===== src/rtl/masku_operand_queue_pkg.sv =====
// Shared types for the mask-unit operand queue: element type, slot count and FSM encoding.
package masku_operand_queue_pkg;

  localparam int ELEN = 64;
  localparam int NrMaskFUnits = 2;
  // v0.m, vs1, vs2 plus one result slot per mask functional unit
  localparam int NrMaskuOpSlots = NrMaskFUnits + 3;

  typedef logic [ELEN-1:0] elen_t;

  typedef enum logic {MASKU_OQ_IDLE, MASKU_OQ_RUN} masku_oq_state_e;

endpackage


===== src/rtl/masku_oq_fifo.sv =====
// Small per-lane/per-slot operand FIFO. Head is read from registers, so data pushed
// in one cycle is visible the next; there is no fall-through path.
module masku_oq_fifo
  import masku_operand_queue_pkg::*;
#(
  parameter int Depth = 2
) (
  input  logic  clk_i,
  input  logic  rst_i,
  input  logic  flush_i,
  input  logic  push_i,
  input  elen_t data_i,
  input  logic  pop_i,
  output elen_t data_o,
  output logic  full_o,
  output logic  empty_o
);

  localparam int PtrWidth = (Depth > 1) ? $clog2(Depth) : 1;
  localparam int CntWidth = $clog2(Depth + 1);

  elen_t                mem_reg [Depth];
  logic  [PtrWidth-1:0] wr_ptr_reg, rd_ptr_reg;
  logic  [CntWidth-1:0] cnt_reg;
  logic                 push_ok, pop_ok;

  function automatic logic [PtrWidth-1:0] next_ptr(input logic [PtrWidth-1:0] p);
    return (p == PtrWidth'(Depth - 1)) ? '0 : p + 1'b1;
  endfunction

  assign full_o  = (cnt_reg == CntWidth'(Depth));
  assign empty_o = (cnt_reg == '0);
  assign push_ok = push_i && !full_o && !flush_i;
  assign pop_ok  = pop_i && !empty_o && !flush_i;
  assign data_o  = mem_reg[rd_ptr_reg];

  always_ff @(posedge clk_i or posedge rst_i) begin
    if (rst_i) begin
      wr_ptr_reg <= '0;
      rd_ptr_reg <= '0;
      cnt_reg    <= '0;
    end else if (flush_i) begin
      wr_ptr_reg <= '0;
      rd_ptr_reg <= '0;
      cnt_reg    <= '0;
    end else begin
      if (push_ok) wr_ptr_reg <= next_ptr(wr_ptr_reg);
      if (pop_ok)  rd_ptr_reg <= next_ptr(rd_ptr_reg);
      case ({push_ok, pop_ok})
        2'b10:   cnt_reg <= cnt_reg + 1'b1;
        2'b01:   cnt_reg <= cnt_reg - 1'b1;
        default: cnt_reg <= cnt_reg;
      endcase
    end
  end

  // Storage needs no reset: an empty FIFO's head is never exposed downstream.
  always_ff @(posedge clk_i) begin
    if (push_ok) mem_reg[wr_ptr_reg] <= data_i;
  end

endmodule


===== src/rtl/masku_operand_queue.sv =====
// Aligns skewed per-lane operands into full beats for the mask unit, counts beats
// per instruction and pulses done_o one cycle after the last beat.
module masku_operand_queue
  import masku_operand_queue_pkg::*;
#(
  parameter int NrLanes      = 0,
  parameter int Depth        = 2,
  parameter int BeatCntWidth = 16
) (
  input  logic                                          clk_i,
  input  logic                                          rst_i,
  input  logic                                          flush_i,
  input  elen_t [NrLanes-1:0][NrMaskuOpSlots-1:0]       masku_operand_i,
  input  logic  [NrLanes-1:0][NrMaskuOpSlots-1:0]       masku_operand_valid_i,
  output logic  [NrLanes-1:0][NrMaskuOpSlots-1:0]       masku_operand_ready_o,
  input  logic                                          start_i,
  input  logic  [BeatCntWidth-1:0]                      nr_beats_i,
  input  logic  [NrMaskuOpSlots-1:0]                    req_slots_i,
  output elen_t [NrLanes-1:0][NrMaskuOpSlots-1:0]       beat_o,
  output logic                                          beat_valid_o,
  input  logic                                          beat_ready_i,
  output logic                                          busy_o,
  output logic                                          done_o
);

  masku_oq_state_e               state_reg, state_next;
  logic [BeatCntWidth-1:0]       cnt_reg, cnt_next;
  logic [NrMaskuOpSlots-1:0]     req_slots_reg, req_slots_next;
  logic                          done_reg, done_next;

  logic  [NrLanes-1:0][NrMaskuOpSlots-1:0] fifo_full, fifo_empty, slot_ok;
  elen_t [NrLanes-1:0][NrMaskuOpSlots-1:0] fifo_head;
  logic                                    handshake;

  assign handshake = beat_valid_o && beat_ready_i && !flush_i;

  genvar gi, gj;
  generate
    for (gi = 0; gi < NrLanes; gi++) begin : g_lane
      for (gj = 0; gj < NrMaskuOpSlots; gj++) begin : g_slot
        masku_oq_fifo #(.Depth(Depth)) i_fifo (
          .clk_i   (clk_i),
          .rst_i   (rst_i),
          .flush_i (flush_i),
          .push_i  (masku_operand_valid_i[gi][gj]),
          .data_i  (masku_operand_i[gi][gj]),
          .pop_i   (handshake && req_slots_reg[gj]),
          .data_o  (fifo_head[gi][gj]),
          .full_o  (fifo_full[gi][gj]),
          .empty_o (fifo_empty[gi][gj])
        );
        assign masku_operand_ready_o[gi][gj] = !fifo_full[gi][gj];
        assign slot_ok[gi][gj] = !req_slots_reg[gj] || !fifo_empty[gi][gj];
        assign beat_o[gi][gj]  = (beat_valid_o && req_slots_reg[gj]) ? fifo_head[gi][gj] : '0;
      end
    end
  endgenerate

  assign beat_valid_o = (state_reg == MASKU_OQ_RUN) && (&slot_ok);
  assign busy_o       = (state_reg == MASKU_OQ_RUN);
  assign done_o       = done_reg;

  always_comb begin
    state_next     = state_reg;
    cnt_next       = cnt_reg;
    req_slots_next = req_slots_reg;
    done_next      = 1'b0;
    if (flush_i) begin
      state_next     = MASKU_OQ_IDLE;
      cnt_next       = '0;
      req_slots_next = '0;
    end else begin
      case (state_reg)
        MASKU_OQ_IDLE: begin
          if (start_i) begin
            // A zero-beat instruction completes without ever entering RUN
            if (nr_beats_i != '0) begin
              state_next     = MASKU_OQ_RUN;
              cnt_next       = nr_beats_i;
              req_slots_next = req_slots_i;
            end else begin
              done_next = 1'b1;
            end
          end
        end
        MASKU_OQ_RUN: begin
          if (handshake) begin
            cnt_next = cnt_reg - 1'b1;
            if (cnt_reg == BeatCntWidth'(1)) begin
              state_next = MASKU_OQ_IDLE;
              done_next  = 1'b1;
            end
          end
        end
        default: state_next = MASKU_OQ_IDLE;
      endcase
    end
  end

  always_ff @(posedge clk_i or posedge rst_i) begin
    if (rst_i) begin
      state_reg     <= MASKU_OQ_IDLE;
      cnt_reg       <= '0;
      req_slots_reg <= '0;
      done_reg      <= 1'b0;
    end else begin
      state_reg     <= state_next;
      cnt_reg       <= cnt_next;
      req_slots_reg <= req_slots_next;
      done_reg      <= done_next;
    end
  end

endmodule

===== config.mk =====
export PLATFORM = sky130hd
export DESIGN_NAME = masku_operand_queue
export DESIGN_NICKNAME = d
export VERILOG_FILES = /design/src/rtl/masku_operand_queue_pkg.sv /design/src/rtl/masku_oq_fifo.sv /design/src/rtl/masku_operand_queue.sv
export SDC_FILE = /design/constraint.sdc
export NUM_CORES = 1
export LEC_CHECK = 0
export CELL_PAD_IN_SITES_DETAIL_PLACEMENT = 0
export CELL_PAD_IN_SITES_GLOBAL_PLACEMENT = 2
export CORE_AREA = 2 2 516 518
export CTS_CLUSTER_SIZE = 25
export DETAILED_ROUTE_END_ITERATION = 10
export DIE_AREA = 0 0 518 520
export GPL_ROUTABILITY_DRIVEN = 0
export HOLD_SLACK_MARGIN = 0.15
export PLACE_DENSITY = 0.39
export RECOVER_POWER = 100
export REMOVE_ABC_BUFFERS = 1
export SLEW_MARGIN = 25
export SYNTH_ARGS = -nofsm -noshare
export SYNTH_HDL_FRONTEND = slang
export SYNTH_HIERARCHICAL = 1
export SYNTH_SLANG_ARGS = --single-unit

===== constraint.sdc =====
create_clock -name clk_i -period 2.65 [get_ports clk_i]
set_input_delay 0.53 -clock clk_i [delete_from_list [all_inputs] [get_ports clk_i]]
set_output_delay 0.53 -clock clk_i [all_outputs]
set_load 0.01 [all_outputs]

Yosys cells after proc, flatten, opt, wreduce, memory -nomap -nowiden

Cells that the tools add are included.
Widths: inputs -> output; s select.

Add/subtract/negate cells: 1
Equal/unequal tests: 4
Multiplexer cells: 17
Bitwise logic cells: 1
Reductions and logical operators: 7

Operators with widths:

| cell                  | number |
|---|---|
| $mux 16               | 4 |
| $pmux 16 s2           | 1 |
| $eq 16x1->1 const B   | 1 |
| $reduce_bool 16->1    | 1 |
| $sub 16x1->16 const B | 1 |
| $mux 1                | 10 |
| $reduce_and 10->1     | 1 |
| $ne 3x3->1 const B    | 2 |
| $pmux 1 s2            | 2 |
| $logic_and 1x1->1     | 3 |
| $ne 3x2->1 const B    | 1 |
| $reduce_and 3->1      | 1 |
| $logic_not 1->1       | 1 |
| $not 1->1             | 1 |

Register bits: 18
Bits of input ports: 676
Output and inout port bits: 653

Logic depth before layout (Yosys ltp)

Depth after elaboration: 7
Mapped depth: 3
Gate-level depth less buffers: 3

Worst setup path before layout

OpenSTA, ideal clock, no wires.

Path kind: input-to-reg
Start point: input nr_beats_i[1]
End point: register done_reg, in the netlist done_o
Library setup time: 0.068 ns
Data arrival time: 1.464 ns
Data required time: 2.582 ns
Path slack: 1.118 ns
Cell stages on the path: 3
Path buffers: 0
Cell sequence: or4_4 nor4_2 and4_1

Word-level cells in the longest chain between the ends: 5

RTL lines:

| item                   | line                       | text |
|---|---|---|
| start: declaration     | masku_operand_queue.sv:17  | `input logic [BeatCntWidth-1:0] nr_beats_i,` |
| $reduce_bool 16->1     | masku_operand_queue.sv:77  | `if (nr_beats_i != '0) begin` |
| $mux 1                 | masku_operand_queue.sv:77  |  |
| $mux 1                 | masku_operand_queue.sv:75  | `if (start_i) begin` |
| $pmux 1 s2             | masku_operand_queue.sv:73  | `case (state_reg)` |
| $mux 1                 | masku_operand_queue.sv:68  | `if (flush_i) begin` |
| via done_next          | masku_operand_queue.sv:29  | `logic done_reg, done_next;` |
| end signal: assignment | masku_operand_queue.sv:110 | `done_reg <= done_next;` |
| end: declaration       | masku_operand_queue.sv:29  |  |

The timed path passes the listed nets, and every way through them passes these cells.
A chain may end at the register's enable or synchronous reset.

Final worst setup path

Same ends and word-level chain as after synthesis.

==> results.py <==
metrics = {
    "outcome": {
        "outcome": "complete, no violations",
    },
    "min_path": {
        "holdCritPathClass": "in -> async",
    },
    "die": {
        "die_y_um": 520,
        "die_w_um": 518,
        "core-area_um2": 263900,
        "die_area_um2": 269400,
        "io_pins": 1329,
        "start_util_pct": 1.900,
        "fp-row-count": 189,
    },
    "sta": {
        "relSlewSlack_pct": 32.74,
        "rsz0062_at_grt": "false",
        "fin_crit_sh_pct": 73.91,
        "hold_viol_final": 0,
        "fmaxAchievable_mhz": 510.6,
        "tightest_slew_ps": 1013,
        "finalSetupTns_ps": 0,
        "post-route-min-period_ps": 1959,
        "whs_ps": 601.4,
        "drv_slew": 0,
        "skew_ps": 1.536,
        "setup_viol": 0,
    },
    "routing": {
        "dr.pass1.iters": 3,
        "drt-initial-drc-count": 15,
        "wire_per_inst_um": 2.027,
        "routed_wl_um": 8554,
        "drc_errors": 0,
        "antenna_left": 0,
        "vias_per_cell": 0.4298,
        "vias": 1814,
    },
    "final_layout": {
        "multi_input_area_um2": 2504,
        "n_fill_cell": 31716,
        "num_antenna_cells": 0,
        "regArea_um2": 50.05,
        "area_delta_synth_final_pct": 44.74,
        "layout.nets": 1366,
        "final_layout_size_suffix_gt1_share_pct": 0.5814,
    },
    "global_routing": {
        "grt_pass1_wl_um": 7928,
        "antenna_found_initial": 2,
        "grt_pass1_vias": 809,
        "grt_max_degree": 4,
        "grt_remaining_overflow": 0,
        "groute.usage.overall_pct": 0.4935,
    },
    "synth": {
        "yosysSeqAreaShare_pct": 0.9980,
        "synthTopCellsByArea": "buf_4 (97%), dfrtp_1 (1.0%), nor4_2 (0.25%)",
        "synth_cells": 664,
        "ys_warn_count": 1326,
        "synth.largest_area_cell": "buf_4",
        "yosysUniqueCellTypes": 13,
        "netlist_area_um2": 5015,
        "synth.avg_cell_area_um2": 7.552,
        "yosysTopAreaCellShare_pct": 97.46,
        "synth-seq-cells": 2,
    },
    "worst_setup_path": {
        "path_cells": "clkdlybuf4s50_1, or4_1, nor4_1, and4_1",
        "cp.arrival_ps": 2110,
        "worstPathRequired_ps": 2800,
        "critPathKind": "in -> reg",
        "cp_max_fo": 2,
        "critPathLaunchType": "input pin",
        "worstRegToRegCells": 3,
        "critPathSlowestCell": "or4_1",
        "cpPeakStageDelay_ps": 580,
        "r2r-start": "busy_o",
        "reg2reg_setup_slack_ps": 1240,
        "end_kind": "register",
        "r2r-end": "done_o",
    },
    "placed_design": {
        "io_buffers": 21,
        "dpl.hpwl_um": 8579,
    },
    "clocking": {
        "clock_latency_ps": 220,
        "cts_sinks": 2,
        "clock_path_buffers": 2,
        "post_cts_resized": 0,
        "post_cts_buffers": 0,
        "cts_buffers": 3,
        "hold_buffers": 0,
        "h-tree-depth": 1,
        "clkTransAtPathRegs_ps": 30,
        "cts-root-buf": "clkbuf_16",
        "cts_tree": "yes",
    },
    "flow_run": {
        "cap_violations": 0,
    },
    "pwr": {
        "ir_drop_v": 0.0001368,
        "leakage_nw": 2.273,
        "power_density_nw_per_um2": 101.6,
    },
}
## sequential cells by signal (all words and copies together), names as in the netlist
register / flops
busy_o: 1
done_o: 1
## layout by cell type (no fill, tap or decap)
master and instances:
nor4_1 2, or4_1 2, dlygate4sd3_1 1, clkbuf_1 2
nor2b_1 1, a311oi_1 1, inv_1 1, buf_4 1
clkbuf_16 3, dfrtp_1 2, conb_1 651, and4_1 1
clkdlybuf4s50_1 18, nor2_1 1, nor3_1 1
## worst max-delay path: cells and delay by family
kind / cells / cell delay [ps]
AND/OR/NAND/NOR: 3 / 1190
buffers and inverters: 1 / 390
## Yosys cell counts (all sizes together)
cell and number:
buf 651, dfrtp 2, nor4 2, or4 2, a311oi 1, and4 1
conb 1, inv 1, nor2 1, nor2b 1, nor3 1
## metal layers
metal  GRT usage [%]  up-vias  wire, um
li1                -      751         -
met1          0.2623      778      1388
met2          0.8810      281      5165
met3          0.6875        4      1972
met4         0.07133        0        29
met5               0        -         0
## metrics by stage
stage	setup slack [ps]	power (mW)	cell area, um2	std cells	util (%)
floorplan	1118	0.4354	2567	663	-
global placement	602.3	0.4765	7201	4218	2.728
detailed placement	538.7	0.4768	7201	4218	2.728
CTS	773.2	0.7064	7276	4221	2.757
global route	505.9	0.7977	7258	4221	2.750
finish	691.4	0.7372	7258	4221	2.750
## cells by family (layout without fill, tap and decap cells)
kind of cell | Yosys count | in the layout | synth area share [%]
compound gates | 1 | 1 | 0.1747
simple gates | 8 | 8 | 1.223
other cells | 1 | 651 | 0.07478
flops | 2 | 2 | 0.9980
buf+inv | 652 | 26 | 97.53
## how the worst max path moves through the flow
stage | from | to | slack [ps] | cells past startpoint
after floorplan | nr_beats_i[1] | done_o | 1120 | 3
after global placement | nr_beats_i[1] | done_o | 600 | 4
after detailed placement | nr_beats_i[1] | busy_o | 540 | 4
after CTS | nr_beats_i[1] | busy_o | 770 | 4
after global routing | busy_o | busy_o | 510 | 1
final | nr_beats_i[1] | done_o | 690 | 4
## report_power, final
part | leakage [nW] | switching, mW | internal [mW]
combinational | 2.21 | 0.453 | 0.0267
sequential | 0.0265 | 0.00101 | 0.0318
clock | 0.0370 | 0.0331 | 0.192
total | 2.27 | 0.487 | 0.250
## layout make-up
cell class,count,area share (%)
repair buffers,22,2.827
flip-flops and latches,2,0.6895
clock buffers,3,1.034
well taps,3533,60.90
multi-input cells,660,34.49
inverters,1,0.05172
No activity file was read; power rests on OpenSTA's default activity.
